### config.mk
export PLATFORM = sky130hd
export DESIGN_NAME = xgmii_decoder
export DESIGN_NICKNAME = d
export VERILOG_FILES = /design/src/rtl/xgmii_decoder.sv
export SDC_FILE = /design/constraint.sdc
export NUM_CORES = 1
export LEC_CHECK = 0
export BUFFER_PORTS_ARGS = -buffer_cell sky130_fd_sc_hd__clkbuf_2
export CORE_MARGIN = 8
export CORE_UTILIZATION = 55
export DETAILED_ROUTE_END_ITERATION = 6
export PLACE_DENSITY = 0.86
export SYNTH_ARGS = -nofsm -noshare
export SYNTH_HDL_FRONTEND = slang
export SYNTH_SLANG_ARGS = --single-unit
### constraint.sdc
create_clock -name i_clk -period 4.4 [get_ports i_clk]
set_clock_uncertainty 0.1 [all_clocks]
set_input_delay 0.88 -clock i_clk [delete_from_list [all_inputs] [get_ports i_clk]]
set_output_delay 0.88 -clock i_clk [all_outputs]
set_load 0.01 [all_outputs]
### src/rtl/xgmii_decoder.sv
// Receive 64b/66b block decoder: rebuilds the 32-bit XGMII RXD/RXC stream from descrambled half-blocks.
// Latency: a block's lanes 0-3 appear one cycle after its upper word is accepted, and lanes 4-7 one cycle later.
// Backpressure: none; full rate is sustained. Optional macro XGMII_DECODER_LOCAL_FAULT_EN sends local fault while unlocked.
module xgmii_decoder #(
    parameter int DATA_WIDTH = 32,
    parameter int HDR_WIDTH  = 2,
    parameter int CTRL_WIDTH = DATA_WIDTH / 8
) (
    input  logic                  i_clk,
    input  logic                  i_reset_n,
    input  logic [DATA_WIDTH-1:0] i_rx_data,
    input  logic [HDR_WIDTH-1:0]  i_rx_sync_hdr,
    input  logic                  i_rx_data_valid,
    input  logic                  i_rx_block_lock,
    output logic [DATA_WIDTH-1:0] o_xgmii_rxd,
    output logic [CTRL_WIDTH-1:0] o_xgmii_rxc,
    output logic                  o_xgmii_valid,
    output logic                  o_rx_decode_err
);

    localparam logic [31:0] IDLE_DAT = 32'h07070707;
    localparam logic [3:0]  IDLE_CTL = 4'hF;
    localparam logic [31:0] ERR_DAT  = 32'hFEFEFEFE;
`ifdef XGMII_DECODER_LOCAL_FAULT_EN
    localparam logic [31:0] LF_DAT   = 32'h0100009C;
    localparam logic [3:0]  LF_CTL   = 4'b0001;
`endif

    // 0 = next accepted word is the lower half of a block.
    logic        phase;
    logic [31:0] lower_dat;
    logic [1:0]  lower_hdr;

    // Decoded upper half waiting for its output cycle.
    logic        hi_vld;
    logic [31:0] hi_dat;
    logic [3:0]  hi_ctl;

    logic        lower_acc;
    logic        upper_acc;

    logic [63:0] blk;
    logic [63:0] blk_shr;
    logic [63:0] dec_dat;
    logic [7:0]  dec_ctl;
    logic        dec_err;
    logic        term_hit;
    logic [2:0]  term_n;

    assign lower_acc = i_rx_block_lock && i_rx_data_valid && !phase;
    assign upper_acc = i_rx_block_lock && i_rx_data_valid && phase;

    // Map terminate block types onto the lane that carries /T/.
    always_comb begin
        term_hit = 1'b1;
        term_n   = 3'd0;
        case (blk[7:0])
            8'h87:   term_n = 3'd0;
            8'h99:   term_n = 3'd1;
            8'hAA:   term_n = 3'd2;
            8'hB4:   term_n = 3'd3;
            8'hCC:   term_n = 3'd4;
            8'hD2:   term_n = 3'd5;
            8'hE1:   term_n = 3'd6;
            8'hFF:   term_n = 3'd7;
            default: term_hit = 1'b0;
        endcase
    end

    // Decode the assembled block into eight XGMII lanes; errors override everything.
    always_comb begin
        blk     = {i_rx_data, lower_dat};
        blk_shr = blk >> 8;
        dec_dat = '0;
        dec_ctl = '0;
        dec_err = 1'b0;
        if (lower_hdr == 2'b01) begin
            dec_dat = blk;
        end else if (lower_hdr == 2'b10) begin
            case (blk[7:0])
                8'h1E: begin
                    dec_dat = {IDLE_DAT, IDLE_DAT};
                    dec_ctl = 8'hFF;
                    if (blk[63:8] != 56'd0) dec_err = 1'b1;
                end
                8'h78: begin
                    dec_dat = {blk[63:8], 8'hFB};
                    dec_ctl = 8'h01;
                end
                8'h33: begin
                    dec_dat = {blk[63:40], 8'hFB, IDLE_DAT};
                    dec_ctl = 8'h1F;
                end
                default: begin
                    if (term_hit) begin
                        // Lanes below /T/ carry the data bytes that follow the type field.
                        for (int i = 0; i < 8; i++) begin
                            if (i < int'(term_n)) begin
                                dec_dat[8*i +: 8] = blk_shr[8*i +: 8];
                            end else if (i == int'(term_n)) begin
                                dec_dat[8*i +: 8] = 8'hFD;
                                dec_ctl[i]        = 1'b1;
                            end else begin
                                dec_dat[8*i +: 8] = 8'h07;
                                dec_ctl[i]        = 1'b1;
                            end
                        end
                    end else begin
                        dec_err = 1'b1;
                    end
                end
            endcase
        end else begin
            dec_err = 1'b1;
        end
        if (dec_err) begin
            dec_dat = {ERR_DAT, ERR_DAT};
            dec_ctl = 8'hFF;
        end
    end

    // Word phase tracking and lower-half capture; losing lock realigns to the lower word.
    always_ff @(posedge i_clk or negedge i_reset_n) begin
        if (!i_reset_n) begin
            phase     <= 1'b0;
            lower_dat <= '0;
            lower_hdr <= '0;
        end else begin
            if (!i_rx_block_lock) begin
                phase <= 1'b0;
            end else if (i_rx_data_valid) begin
                phase <= ~phase;
            end
            if (lower_acc) begin
                lower_dat <= i_rx_data;
                lower_hdr <= i_rx_sync_hdr;
            end
        end
    end

    // Output sequencing: lower lanes on the decode cycle, upper lanes next, otherwise idle (or local fault).
    always_ff @(posedge i_clk or negedge i_reset_n) begin
        if (!i_reset_n) begin
            o_xgmii_rxd     <= IDLE_DAT;
            o_xgmii_rxc     <= IDLE_CTL;
            o_xgmii_valid   <= 1'b0;
            o_rx_decode_err <= 1'b0;
            hi_vld          <= 1'b0;
            hi_dat          <= '0;
            hi_ctl          <= '0;
        end else if (upper_acc) begin
            o_xgmii_rxd     <= dec_dat[31:0];
            o_xgmii_rxc     <= dec_ctl[3:0];
            o_xgmii_valid   <= 1'b1;
            o_rx_decode_err <= dec_err;
            hi_vld          <= 1'b1;
            hi_dat          <= dec_dat[63:32];
            hi_ctl          <= dec_ctl[7:4];
        end else if (hi_vld) begin
            // An in-flight block always drains, even if lock has just dropped.
            o_xgmii_rxd     <= hi_dat;
            o_xgmii_rxc     <= hi_ctl;
            o_xgmii_valid   <= 1'b1;
            o_rx_decode_err <= 1'b0;
            hi_vld          <= 1'b0;
        end else begin
            o_rx_decode_err <= 1'b0;
`ifdef XGMII_DECODER_LOCAL_FAULT_EN
            if (!i_rx_block_lock) begin
                o_xgmii_rxd   <= LF_DAT;
                o_xgmii_rxc   <= LF_CTL;
                o_xgmii_valid <= 1'b1;
            end else begin
                o_xgmii_rxd   <= IDLE_DAT;
                o_xgmii_rxc   <= IDLE_CTL;
                o_xgmii_valid <= 1'b0;
            end
`else
            o_xgmii_rxd   <= IDLE_DAT;
            o_xgmii_rxc   <= IDLE_CTL;
            o_xgmii_valid <= 1'b0;
`endif
        end
    end

endmodule

## After elaboration in Yosys (flattened, before gate mapping)

Index checks and enable logic that the tools add are counted.

| storage, ports and cells | value |
|---|---|
| register bits after elaboration | 110 |
| bits of input ports | 38 |
| output and inout port bits | 38 |
| logic and storage cells | 96 |

| cells by class | value |
|---|---|
| $lt $le $gt $ge | 7 |
| equal/unequal tests | 21 |
| multiplexer cells | 49 |
| bitwise logic cells | 1 |
| reduce and logical (&&, ||, !) cells | 8 |

Operators by type and width:

| cell | count |
|---|---|
| 2-to-1 mux 64 bit | 4 |
| one-hot mux 64 bit (3 select lines) | 1 |
| 2-to-1 mux 8 bit | 19 |
| == test 8 bit (second input constant) | 8 |
| 2-to-1 mux 32 bit | 2 |
| nonzero test 56 bit | 1 |
| one-hot mux 8 bit (3 select lines) | 1 |
| one-hot mux 3 bit (7 select lines) | 1 |
| 2-to-1 mux 1 bit | 18 |
| == test 3 bit (first input constant) | 4 |
| less-than comparator 3 bit (first input constant) | 3 |
| == test 8 x 5 -> 1 bit (second input constant) | 1 |
| == test 8 x 6 -> 1 bit (second input constant) | 1 |
| == test 8 x 7 -> 1 bit (second input constant) | 1 |
| 2-to-1 mux 4 bit | 2 |
| OR reduction 8 bit | 1 |
| == test 2 x 3 -> 1 bit (first input constant) | 2 |
| less-than comparator 1 x 3 -> 1 bit (first input constant) | 2 |
| less-than comparator 2 x 3 -> 1 bit (first input constant) | 2 |
| == test 1 x 3 -> 1 bit (first input constant) | 1 |
| logical AND 1 bit | 3 |
| zero test 3 bit | 1 |
| == test 2 x 1 -> 1 bit (second input constant) | 1 |
| == test 2 bit (second input constant) | 1 |
| 5 further kinds | 5 |

## Depth between registers and ports, before layout

| depth | value |
|---|---|
| depth in word-level cells | 11 |
| gate-level depth with buffers | 10 |

## Worst setup path before layout

Ideal clock, no wire load.

| path | value |
|---|---|
| path type | input to register |
| from | input i_rx_data[0] |
| to | register o_xgmii_rxd[27] |
| setup time | 132 ps |
| arrival | 2,360 ps |
| data required time | 4,168 ps |
| path slack | 1,808 ps |
| cell stages on the path | 9 |
| buffers on the path | 2 |
| cell sequence | nor4_1 > nand4_1 > nor4_1 > nor2_1 > o21a_2 > buf_6 > buf_6 > a2111oi_1 > nor2_1 |

| on the way | value |
|---|---|
| longest elaborated chain between the ends | 7 |

Ends and longest elaborated chain:

| item | RTL line | source |
|---|---|---|
| start: declaration | 11 | `input logic [DATA_WIDTH-1:0] i_rx_data,` |
| nonzero test 56 bit | 84 | `if (blk[63:8] != 56'd0) dec_err = 1'b1;` |
| 2-to-1 mux 1 bit | 84 |  |
| one-hot mux 1 bit (2 select lines) | 80 | `case (blk[7:0])` |
| 2-to-1 mux 1 bit | 79 | `end else if (lower_hdr == 2'b10) begin` |
| 2-to-1 mux 1 bit | 77 | `if (lower_hdr == 2'b01) begin` |
| 2-to-1 mux 64 bit | 116 | `if (dec_err) begin` |
| 2-to-1 mux 32 bit | 151 | `end else if (upper_acc) begin` |
| end signal: assignment | 152 | `o_xgmii_rxd <= dec_dat[31:0];` |
| end signal: assignment | 161 | `o_xgmii_rxd <= hi_dat;` |
| end: declaration | 15 | `output logic [DATA_WIDTH-1:0] o_xgmii_rxd,` |

Every way passes these cells.
A chain may end at the register's enable or synchronous reset.

## Worst setup path after layout

| path | value |
|---|---|
| from | register lower_dat[1] |
| to | register hi_ctl[0] |

| on the way | value |
|---|---|
| longest elaborated chain between the ends | 9 |

Ends and longest elaborated chain:

| item | RTL line | source |
|---|---|---|
| start: declaration | 31 | `logic [31:0] lower_dat;` |
| start signal: assignment | 135 | `lower_dat <= i_rx_data;` |
| == test 8 bit | 57 | `case (blk[7:0])` |
| one-hot mux 3 bit (7 select lines) | 57 |  |
| less-than comparator 3 bit | 98 | `if (i < int'(term_n)) begin` |
| 2-to-1 mux 1 bit | 98 |  |
| 2-to-1 mux 8 bit | 95 | `if (term_hit) begin` |
| one-hot mux 8 bit (3 select lines) | 80 |  |
| 2-to-1 mux 8 bit | 79 |  |
| 2-to-1 mux 8 bit | 77 |  |
| 2-to-1 mux 8 bit * | 116 |  |
| end signal: assignment | 158 | `hi_ctl <= dec_ctl[7:4];` |
| end: declaration | 37 | `logic [3:0] hi_ctl;` |

Every way passes the cells marked *; elsewhere a longest branch is shown, timed or not.

==> impl_results.md <==
* WL met3 at 2228 um
* Total number of vias at about 5.6k
* TritonCTS buffer count at 9
* FF-to-FF setup slack at 780 ps
* Synth async-reset ratio at 1.000
* Worst vdd ir at 275.6 uV
* Num rows at 38
* Synth top cells by count: 94 x dfrtp_1, 66 x a21oi_1, 61 x nor2_1
* Global-route wire length before repair at around 33,000 um
* Die area at 0.01437 mm^2
* Final Max Slew Viols at 0
* Root buffer cell: clkbuf_8
* DR pass1 iterations at 6
* Cell Area, Synth at 0.005936 mm^2
* All-Layer GR Usage at 0.3048
* Crit path cell chain: and4bb_2 > nand4b_1 > buf_4 > nand4_2 > o31ai_4 > o21a_2 > nor2_1 > buf_4 > buf_4 > a21oi_1
* Final setup violation count at 0
* Share of cells above drive strength 1 at 0.2632
* RePlAce Congestion at ~0.98
* Largest delay share family, worst path: compound AO/OA/AOI/OAI gates
* Slowest CP cell: o21a_2
* Count of final hold-check violations at 0
* Initial antenna violation count at 0
* Worst-path maximum fanout at 30
* Met2 wire length at 9836 um
* Worst r2r dst: hi_ctl[0]$_DFFE_PN0P_
* Nets at a little over 700
* Top cell type by total area after synthesis: dfrtp_1
* Core area at 0.01070 mm^2
* Area delta synth->final at 10.88%
* Sequential area share after synthesis at 0.4671
* CP most frequent cell: buf_4
* Status: finished, final reports clean
* Synth Area per Inst at approximately 9.6 um^2
* Worst hold stages at 2
* Vias in the first global route at 5,509
* Synthesis Warnings at 0
* WS Path Type: flop to flop
* TNS Setup at 0 ps
* Most common cell in the netlist: dfrtp_1
* Pin count of the biggest net entering global routing at 70
* RSZ-0062 raised after global routing: no
* Area contributors post-synth: dfrtp_1 40%, dfstp_2 7.1%, mux2_2 6.3%
* Die width at 119.9 um
* Setup bufs post-CTS at 0
* CP Data Required Time at about 4600 ps
* Routed WL at 21,710 um
* WHS Endpoint: hi_dat[24]$_DFFE_PN0P_
* Total gr overflow at 0
* Port bufs at 75
* DIE HEIGHT at 119.9 um
* H-Tree Depth at 3
* CP Launch Type: flop
* Crit. Startpoint: lower_dat[1]$_DFFE_PN0P_
* CTS Hold Bufs at 0
* CP endpoint kind: flop
* Post-layout util at 0.6152
* Minimum clock period at 3625 ps
* Slew @ Worst Pin at 894.3 ps
* Ys flop type: dfrtp_1
* TritonCTS clock tree: done
* Worst Reg-to-Reg Cells at 10
* EDFF count, synth at 0
* Max-cap viol count at 0
* Met1 Routed Length at 8888 um
* Hold Startpoint: hi_dat[24]$_DFFE_PN0P_
* Later-pin clock latency in the skew report at 390 ps
* WL per Instance at 26.34 um
* Clock sinks at 110
* WP buf/inv at 3
* Reg2reg start: lower_dat[1]$_DFFE_PN0P_
* DR top layer: met4
* Vias per cell at 6.800
* WP data arrival at 3840 ps
* Period utilization at 0.8238
* Clk buf depth at 2
* IO Count at 76
* Ant diodes at 0
* Flops & latches, synth at 110
* Drt initial violations at roughly 720
* Distinct cell type count after synthesis at 67
* Post-detailed-route count of antenna-violating nets at 0
* Clk pin slew, worst setup/hold paths at 120 ps
* Cells after synthesis at 621
* Starting Density at 0.5549
* PostCTS Resize Cnt at 0
* Synth top area share at 0.3963
* Slew margin rel. at 0.4038
* Largest stage delay, worst path at 600 ps
* Power per standard cell area at ~410 mW/mm^2
* Fmax at 275.9 MHz
* DP Wirelength at between 15,000 and 20,000 um
* Syn_nets at 659
* Worst hold path class: flop to flop
* # DRC at 0
* Leakage power at 0.002715 uW
## registers in the layout, indices dropped and copies added (netlist names), 2 cells and up
name,count
hi_ctl,4
hi_dat,32
lower_dat,32
lower_hdr,2
o_xgmii_rxc,4
o_xgmii_rxd,32
## power by group
part	switching, uW	internal (uW)
Sequential	200	1210
Clock	389	213
Combinational	442	275
Total	1030	1700
## how the worst max path moves through the flow
stage	cells past startpoint	endpoint	slack (ps)
2_1_floorplan	9	o_xgmii_rxd[27]$_DFF_PN0_	1810
3_3_place_gp	10	hi_dat[9]$_DFFE_PN0P_	870
3_5_place_dp	10	hi_ctl[0]$_DFFE_PN0P_	850
4_1_cts	10	hi_ctl[0]$_DFFE_PN0P_	850
5_1_grt	10	hi_dat[25]$_DFFE_PN0P_	600
6_report	10	hi_ctl[0]$_DFFE_PN0P_	780
## stage by stage
step	area, um^2	instances	total power [uW]	setup WS (ps)	hold WS [ps]
6_report	6581	824	2731	775.3	407.3
5_1_grt	6581	824	2849	596.8	427.1
4_1_cts	6581	824	2709	846.3	408.2
3_5_place_dp	6396	808	2124	854.9	373.5
3_3_place_gp	6396	808	2101	871.1	370.4
2_1_floorplan	5936	621	1838	1808	349.2
## cell usage in the layout, fill, tap and decap left out, types with 10 or more instances in the layout
cell type,instances
clkbuf_2,74
nand2b_1,10
nor3_1,10
mux2_2,33
nor4_1,15
dfrtp_1,94
nor2_1,61
a21oi_1,66
nand2_1,48
a211oi_1,13
nand3_1,15
buf_4,18
dfstp_2,16
a31oi_1,17
o21ai_0,39
## cell families after synthesis
kind of cell | after synthesis | share of synthesized area
mux | 33 | 0.06261
compound gates | 218 | 0.2414
simple gates | 208 | 0.1853
xor+xnor | 1 | 0.001476
flops | 110 | 0.4671
buf+inv | 51 | 0.04216
## final cells by class
cell class	instances	area, um^2
clock buffer	9	123.9
sequential	110	2773
timing repair buffer	92	505.5
fill	942	4116
inverter	6	22.52
clock inverter	7	61.31
multi-input combinational	460	2920
tap	140	175.2
## tightest hold or removal path: cells and delay by family (launching register included)
family | cells | cell delay, ps
DFF | 1 | 360
and+or+nand+nor | 1 | 60
AOI/OAI and AO/OA | 1 | 60
## metal layers
layer  global-route usage  up-vias
met5                    0        -
met4               0.1155        0
met3              0.06764       54
met2               0.4652      356
met1               0.4157     2762
li1                     -     2431
Power figures use the tool's default switching activity.
